File: config.mk
export PLATFORM = sky130hd
export DESIGN_NAME = tier2_tile_sequencer
export DESIGN_NICKNAME = d
export VERILOG_FILES = /design/src/rtl/tier2_tile_sequencer.sv
export SDC_FILE = /design/constraint.sdc
export NUM_CORES = 1
export LEC_CHECK = 0
export CAP_MARGIN = 20
export CORE_UTILIZATION = 48
export DETAILED_ROUTE_END_ITERATION = 8
export PLACE_DENSITY = 0.75
export SKIP_LAST_GASP = 1
export SLEW_MARGIN = 20
export SYNTH_ARGS = -nofsm -noshare
export SYNTH_HDL_FRONTEND = slang
export SYNTH_SLANG_ARGS = --single-unit
File: constraint.sdc
create_clock -name clk -period 2.3 [get_ports clk]
set_input_delay 0.345 -clock clk [delete_from_list [all_inputs] [get_ports clk]]
set_output_delay 0.345 -clock clk [all_outputs]
set_load 0.1 [all_outputs]
File: src/rtl/tier2_tile_sequencer.sv
// Tier-2 tile sequencer: walks each tile through buffer wait, truncation-point calc,
// codestream generation and a datapath flush; a per-state watchdog aborts stuck tiles.
module tier2_tile_sequencer #(
  parameter int RST_SYN_CYCLES = 4,
  parameter int TIMEOUT_W      = 16
) (
  input  logic                 clk,
  input  logic                 rst,
  input  logic                 enable,
  input  logic [7:0]           tile_total,
  input  logic [TIMEOUT_W-1:0] timeout_limit,
  input  logic                 buffer_all_over,
  input  logic                 cal_truncation_point_over,
  input  logic                 codestream_generate_over,
  output logic                 cal_truncation_point_start,
  output logic                 codestream_generate_start,
  output logic                 rst_syn,
  output logic [7:0]           tile_counter,
  output logic                 busy,
  output logic                 image_done,
  output logic                 timeout_error,
  output logic [2:0]           state
);

  typedef enum logic [2:0] {
    S_IDLE     = 3'd0,
    S_WAIT_BUF = 3'd1,
    S_CAL      = 3'd2,
    S_GEN      = 3'd3,
    S_FLUSH    = 3'd4,
    S_DONE     = 3'd5
  } state_t;

  localparam logic [TIMEOUT_W-1:0] WD_ONE  = {{(TIMEOUT_W-1){1'b0}}, 1'b1};
  localparam logic [3:0]           FL_LAST = 4'(RST_SYN_CYCLES - 1);

  state_t               cur;
  state_t               nxt;
  logic [7:0]           total_q;
  logic [7:0]           tile_cnt;
  logic [TIMEOUT_W-1:0] wd_cnt;
  logic [3:0]           fl_cnt;
  logic                 aborted;
  logic                 err;
  logic                 tmo;
  logic                 tmo_take;
  logic                 fl_last;
  logic                 last_tile;
  logic                 in_wait;

  // wd_cnt holds the cycles already spent in this state, so the limit is hit in cycle #limit
  assign tmo       = (timeout_limit != '0) && (wd_cnt == timeout_limit - WD_ONE);
  assign fl_last   = (fl_cnt == FL_LAST);
  assign last_tile = ((tile_cnt + 8'd1) == total_q);
  assign in_wait   = (cur == S_WAIT_BUF) || (cur == S_CAL) || (cur == S_GEN);

  always_comb begin
    nxt      = cur;
    tmo_take = 1'b0;
    case (cur)
      S_IDLE:     if (enable) nxt = S_WAIT_BUF;
      S_WAIT_BUF: begin
        if (buffer_all_over) nxt = S_CAL;
        else if (tmo) begin
          nxt      = S_FLUSH;
          tmo_take = 1'b1;
        end
      end
      S_CAL: begin
        if (cal_truncation_point_over) nxt = S_GEN;
        else if (tmo) begin
          nxt      = S_FLUSH;
          tmo_take = 1'b1;
        end
      end
      S_GEN: begin
        if (codestream_generate_over) nxt = S_FLUSH;
        else if (tmo) begin
          nxt      = S_FLUSH;
          tmo_take = 1'b1;
        end
      end
      S_FLUSH: begin
        if (fl_last) begin
          if (aborted)        nxt = S_IDLE;
          else if (last_tile) nxt = S_DONE;
          else                nxt = S_WAIT_BUF;
        end
      end
      S_DONE:  nxt = S_IDLE;
      default: nxt = S_IDLE;
    endcase
  end

  always_ff @(posedge clk) begin
    if (rst) begin
      cur      <= S_IDLE;
      total_q  <= 8'd1;
      tile_cnt <= 8'd0;
      wd_cnt   <= '0;
      fl_cnt   <= 4'd0;
      aborted  <= 1'b0;
      err      <= 1'b0;
    end else begin
      cur <= nxt;
      // saturate so a disabled watchdog never wraps back to zero and refires a start pulse
      if (nxt != cur)                    wd_cnt <= '0;
      else if (in_wait && wd_cnt != '1)  wd_cnt <= wd_cnt + WD_ONE;
      fl_cnt <= (cur == S_FLUSH) ? fl_cnt + 4'd1 : 4'd0;
      if (cur == S_IDLE && enable) begin
        total_q  <= (tile_total == 8'd0) ? 8'd1 : tile_total;
        tile_cnt <= 8'd0;
        err      <= 1'b0;
        aborted  <= 1'b0;
      end
      if (tmo_take) begin
        err     <= 1'b1;
        aborted <= 1'b1;
      end
      if (cur == S_FLUSH && fl_last && !aborted) tile_cnt <= tile_cnt + 8'd1;
    end
  end

  assign state                      = cur;
  assign busy                       = (cur != S_IDLE);
  assign cal_truncation_point_start = (cur == S_CAL) && (wd_cnt == '0);
  assign codestream_generate_start  = (cur == S_GEN) && (wd_cnt == '0);
  assign rst_syn                    = (cur == S_FLUSH);
  assign image_done                 = (cur == S_DONE);
  assign tile_counter               = tile_cnt;
  assign timeout_error              = err;

endmodule

# Word-level counts from Yosys, hierarchy flattened
# Cells that the tools add are included.
# totals
register_bits	40
out_inout_bits	17
# op_classes
n_addsub	4
reduce_logical	19
bitwise	1
n_mux	19
eq_ne	10
# ops
cell	n
3-bit 2-to-1 mux	8
8-bit 2-to-1 mux	3
16-bit by 1-bit adder with 16-bit output (second input constant)	1
16-bit equality test	1
16-bit logical NOT	1
16-bit inequality test (second input constant)	1
16-bit nonzero test	1
16-bit by 1-bit subtractor with 16-bit output (second input constant)	1
3-bit case mux with 5 select lines	1
8-bit by 1-bit adder with 8-bit output (second input constant)	1
8-bit equality test	1
8-bit logical NOT	1
1-bit logical AND	7
3-bit by 2-bit equality test with 1-bit output (second input constant)	2
3-bit equality test (second input constant)	2
1-bit 2-to-1 mux	6
4-bit by 1-bit adder with 4-bit output (second input constant)	1
4-bit by 2-bit equality test with 1-bit output (second input constant)	1
2-bit nonzero test	2
2-bit OR reduction	2
3-bit by 1-bit equality test with 1-bit output (second input constant)	1
3-bit logical NOT	1
3-bit inequality test	1
1-bit case mux with 3 select lines	1
other kinds (4)	5

# Longest topological paths before layout
# depth
ltp_word	8
ltp_mapped	10
depth_no_buf	9

# Worst setup path after synthesis
# No wires, ideal clock.
# synth_timing
path_type	register to output
start	register cur[1] (netlist: state[1])
end	output port cal_truncation_point_start
setup_slack_ns	-1.722
arrival_ns	3.677
path_stages_with_launch	5
n_path_buf	1
path_cell_list	dfxtp_1 -> clkbuf_1 -> nor2b_1 -> nand4_1 -> nor3_1
# synth_via
elab_chain_len	2
# synth_rtl
element	line	text
start: declaration	37	state_t cur;
start signal: assignment	105	cur <= nxt;
3-bit by 2-bit equality test with 1-bit output	126	assign cal_truncation_point_start = (cur == S_CAL) && (wd_cnt == '0);
1-bit logical AND	126	
end: declaration	15	output logic cal_truncation_point_start,
# No other way between the ends.

# Worst setup path in the final report
# layout_timing
start	input port timeout_limit[3]
end	register cur[2] (netlist: state[2])
# layout_via
elab_chain_len	6
word_cells_on_any_way	9
classes_between	1 x add/sub; 1 x eq/ne; 5 x mux; 2 x reduce/logical
# layout_rtl
element	line	text
start: declaration	11	input logic [TIMEOUT_W-1:0] timeout_limit,
16-bit by 1-bit subtractor with 16-bit output	52	assign tmo = (timeout_limit != '0) && (wd_cnt == timeout_limit - WD_ONE);
16-bit equality test	52	
1-bit logical AND (*)	52	
3-bit 2-to-1 mux (*)	64, 71, 78	
3-bit 2-to-1 mux (on tied branches)	77, 63, 70	
3-bit case mux with 5 select lines (*)	60	case (cur)
# Mark *: on every way between the ends. The rest lies on a longest branch, timed or not.
# A chain may end at the register's enable or synchronous reset.

==> impl_metrics.env <==
export IMPL_wl_met3_um=347
export IMPL_drive_above_1_share_pct=28.4
export IMPL_clk_pin_slew_ns=0.08
export IMPL_synth_fp_nets=397
export IMPL_wl_um=7970
export IMPL_pwr_density_cell_nw_per_um2=449
export IMPL_clock_path_buffers=2
export IMPL_grt_max_degree=22
export IMPL_total_power_mw=1.80
export IMPL_leakage_nw=1.59
export IMPL_wl_met2_um=4090
export IMPL_fp_row_count=27
export IMPL_final_core_util_pct=72.1
export IMPL_rsz0062_at_grt="yes"
export IMPL_ys_types=51
export IMPL_hold_ws_ns=0.474
export IMPL_ys_ff_latch=40
export IMPL_skew_ns=0.00608
export IMPL_yosysSeqAreaShare_pct=28.9
export IMPL_relSlewSlack_pct=67.0
export IMPL_ant_nets=0
export IMPL_yosys_warnings=0
export IMPL_antenna_found_initial=0
export IMPL_root_buffer="clkbuf_8"
export IMPL_start_util_pct=50.1
export IMPL_met1_length_um=3350
export IMPL_h_tree_depth=2
export IMPL_clk_latency_ns=0.29
export IMPL_design_area_um2=4000
export IMPL_worst_pin_slew_ns=0.491
export IMPL_report_final_slew_viol_count=0
export IMPL_io_pins=47
export IMPL_finalHoldViolations=0
export IMPL_fp_coreArea_um2=5540
export IMPL_endpoint_kind="register"
export IMPL_via_per_inst=5.76
export IMPL_crit_family="compound AO/OA/AOI/OAI gates"
export IMPL_synthFlopType="dfxtp_1"
export IMPL_drt_pre_antenna_iters=4
export IMPL_cts_sinks=40
export IMPL_avgSynthCellArea_um2=7.68
export IMPL_synth_edf_count=0
export IMPL_crit_arrival_ns=2.51
export IMPL_cpMaxStageDelayCell="a2111oi_4"
export IMPL_grt_pass1_wl_um=13000
export IMPL_syn_inst=361
export IMPL_critPathMaxStageDelay_ns=0.40
export IMPL_drtIter0Drc=257
export IMPL_setup_viol=0
export IMPL_post_drt_wl_per_cell_um=15.4
export IMPL_crit_chain="clkdlybuf4s15_2, buf_4, nor3b_4, nand4_1, xnor2_2, a2111oi_4, nand4_4, a221oi_2, o221a_1"
export IMPL_outcome="complete, no violations"
export IMPL_syn_cell_area_um2=2770
export IMPL_postPlaceCellArea_um2=3690
export IMPL_route_vias_total=2990
export IMPL_area_delta_synth_final_pct=44.1
export IMPL_antenna_cells=0
export IMPL_dp_hpwl_um=5850
export IMPL_gp_congestion=0.928
export IMPL_required_ns=2.53
export IMPL_async_flop_share_pct=0
export IMPL_layout_min_cycle_time_ns=2.28
export IMPL_finalCritPeriodShare_pct=99.0
export IMPL_crit_type="in2reg"
export IMPL_hp_class="reg2reg"
export IMPL_cap_violations=0
export IMPL_die_area_um2=6090
export IMPL_die_width_um=78.0
export IMPL_gr_usage_all_layers_pct=27.0
export IMPL_vdd_drop_max_v=0.000345
export IMPL_grt_ovfl_total=0
export IMPL_cts_tree="done"
export IMPL_grt_pass1_vias=2807
export IMPL_fin_nets=482
export IMPL_crit_fanout=5
export IMPL_drc=0
export IMPL_holdBufCountCts=0
export IMPL_fin_ws_ns=0.0228
export IMPL_path_buf_inv=2
export IMPL_cts_buffers=5
export IMPL_max_freq_mhz=439
export IMPL_die_h_um=78.0
export IMPL_post_place_ws_ns=-0.662
export IMPL_top_layer="met4"
export IMPL_port_buffer_count=46
export IMPL_worstSetupStartpointType="primary input"
## logic make-up (layout without fill, tap and decap cells)
group                      Yosys count  after routing  share of synthesized area (%)
buffers and inverters               32            118                           4.60
xor gates and xnor gates            48             48                           15.7
AOI/OAI and AO/OA                   59             59                           13.2
and+or+nand+nor                    175            175                           34.6
adders and majority gates            6              6                           2.71
muxes                                1              1                          0.361
DFF                                 40             40                           28.9
## through the flow
step / std cells / setup TNS, ns
floorplan: 361 / 0
global placement: 507 / -9.18
detailed placement: 507 / -11.14
CTS: 516 / 0
global route: 519 / -0.208
finish: 519 / 0
## layout make-up
| type | instances | area [µm²] |
|---|---|---|
| timing repair buffer | 96 | 852 |
| inverter | 14 | 52.6 |
| multi-input combinational | 289 | 2080 |
| tap | 72 | 90.1 |
| sequential | 40 | 827 |
| clock buffer | 8 | 90.1 |
| fill | 451 | 1540 |
## cells in the mapped netlist (12+ instances only)
| cell | instances | area share [%] |
|---|---|---|
| a21oi_1 | 28 | 5.1 |
| clkbuf_1 | 16 | 2.2 |
| dfxtp_1 | 40 | 29 |
| inv_1 | 14 | 1.9 |
| nand2_1 | 36 | 4.9 |
| nand3_1 | 19 | 3.4 |
| nand4_1 | 12 | 2.7 |
| nor2_1 | 23 | 3.1 |
| nor3_1 | 28 | 5.1 |
| nor4_1 | 12 | 2.7 |
| xnor2_1 | 19 | 6.0 |
| xor2_1 | 28 | 8.8 |
## sequential cells by signal, indices dropped and copies added, names as in the netlist
signal,flops
total_q,8
fl_cnt,4
state,3
tile_counter,8
wd_cnt,16
timeout_error,1
## worst register-to-register path, delay by kind of cell (launching register included)
family                 cells  cell delay [ns]
AOI/OAI and AO/OA          2             0.35
buffers and inverters      2             0.25
DFF                        1             0.44
and+or+nand+nor            4             1.04
## per-layer routing
layer  track usage (%)  vias up
li1                  -     1469
met1              33.2     1401
met2              47.7      107
met3              3.49       13
met4              11.1        0
met5                 0        -
## where the power goes
part	leakage, nW	switching (mW)	internal (mW)
sequential	0.331	0.0434	0.714
clock	0.0455	0.238	0.245
combinational	1.21	0.337	0.219
## timing repair
item / in CTS / in global routing
endpoints found under the hold margin: 0 / 0
gates resized for setup: 40 / 22
pin swaps: 17 / 13
endpoints found under the setup margin: 20 / 20
buffers inserted: 1 / 3
## worst paths after layout
| check | cells after the start | start | slack (ns) | endpoint |
|---|---|---|---|---|
| worst max-delay path | 9 | timeout_limit[3] | 0.02 | state[2] |
| worst min-delay path | 2 | total_q[7] | 0.47 | total_q[7] |
| worst max register to register | 8 | state[2] | 0.14 | wd_cnt[12] |
| worst min register to register | 2 | total_q[7] | 0.47 | total_q[7] |
## cell usage in the layout, fill, tap and decap left out, types with 3 or more instances in the layout
master,count
a21oi_1,27
a31oi_1,5
and3_1,9
buf_12,5
buf_4,59
buf_6,3
clkbuf_2,4
clkbuf_8,6
clkdlybuf4s15_1,3
clkdlybuf4s50_1,15
dfxtp_1,29
dfxtp_2,6
dfxtp_4,5
dlygate4sd2_1,3
dlymetal6s2s_1,3
ha_1,4
inv_1,12
nand2_1,36
nand2b_1,7
nand3_1,18
nand4_1,12
nor2_1,22
nor2b_1,3
nor3_1,24
nor3_4,4
nor3b_1,4
nor4_1,8
nor4_2,5
o21ai_0,8
or3_1,3
xnor2_1,16
xnor2_2,3
xor2_1,27
Note: power is estimated with default switching activity, not from simulation.
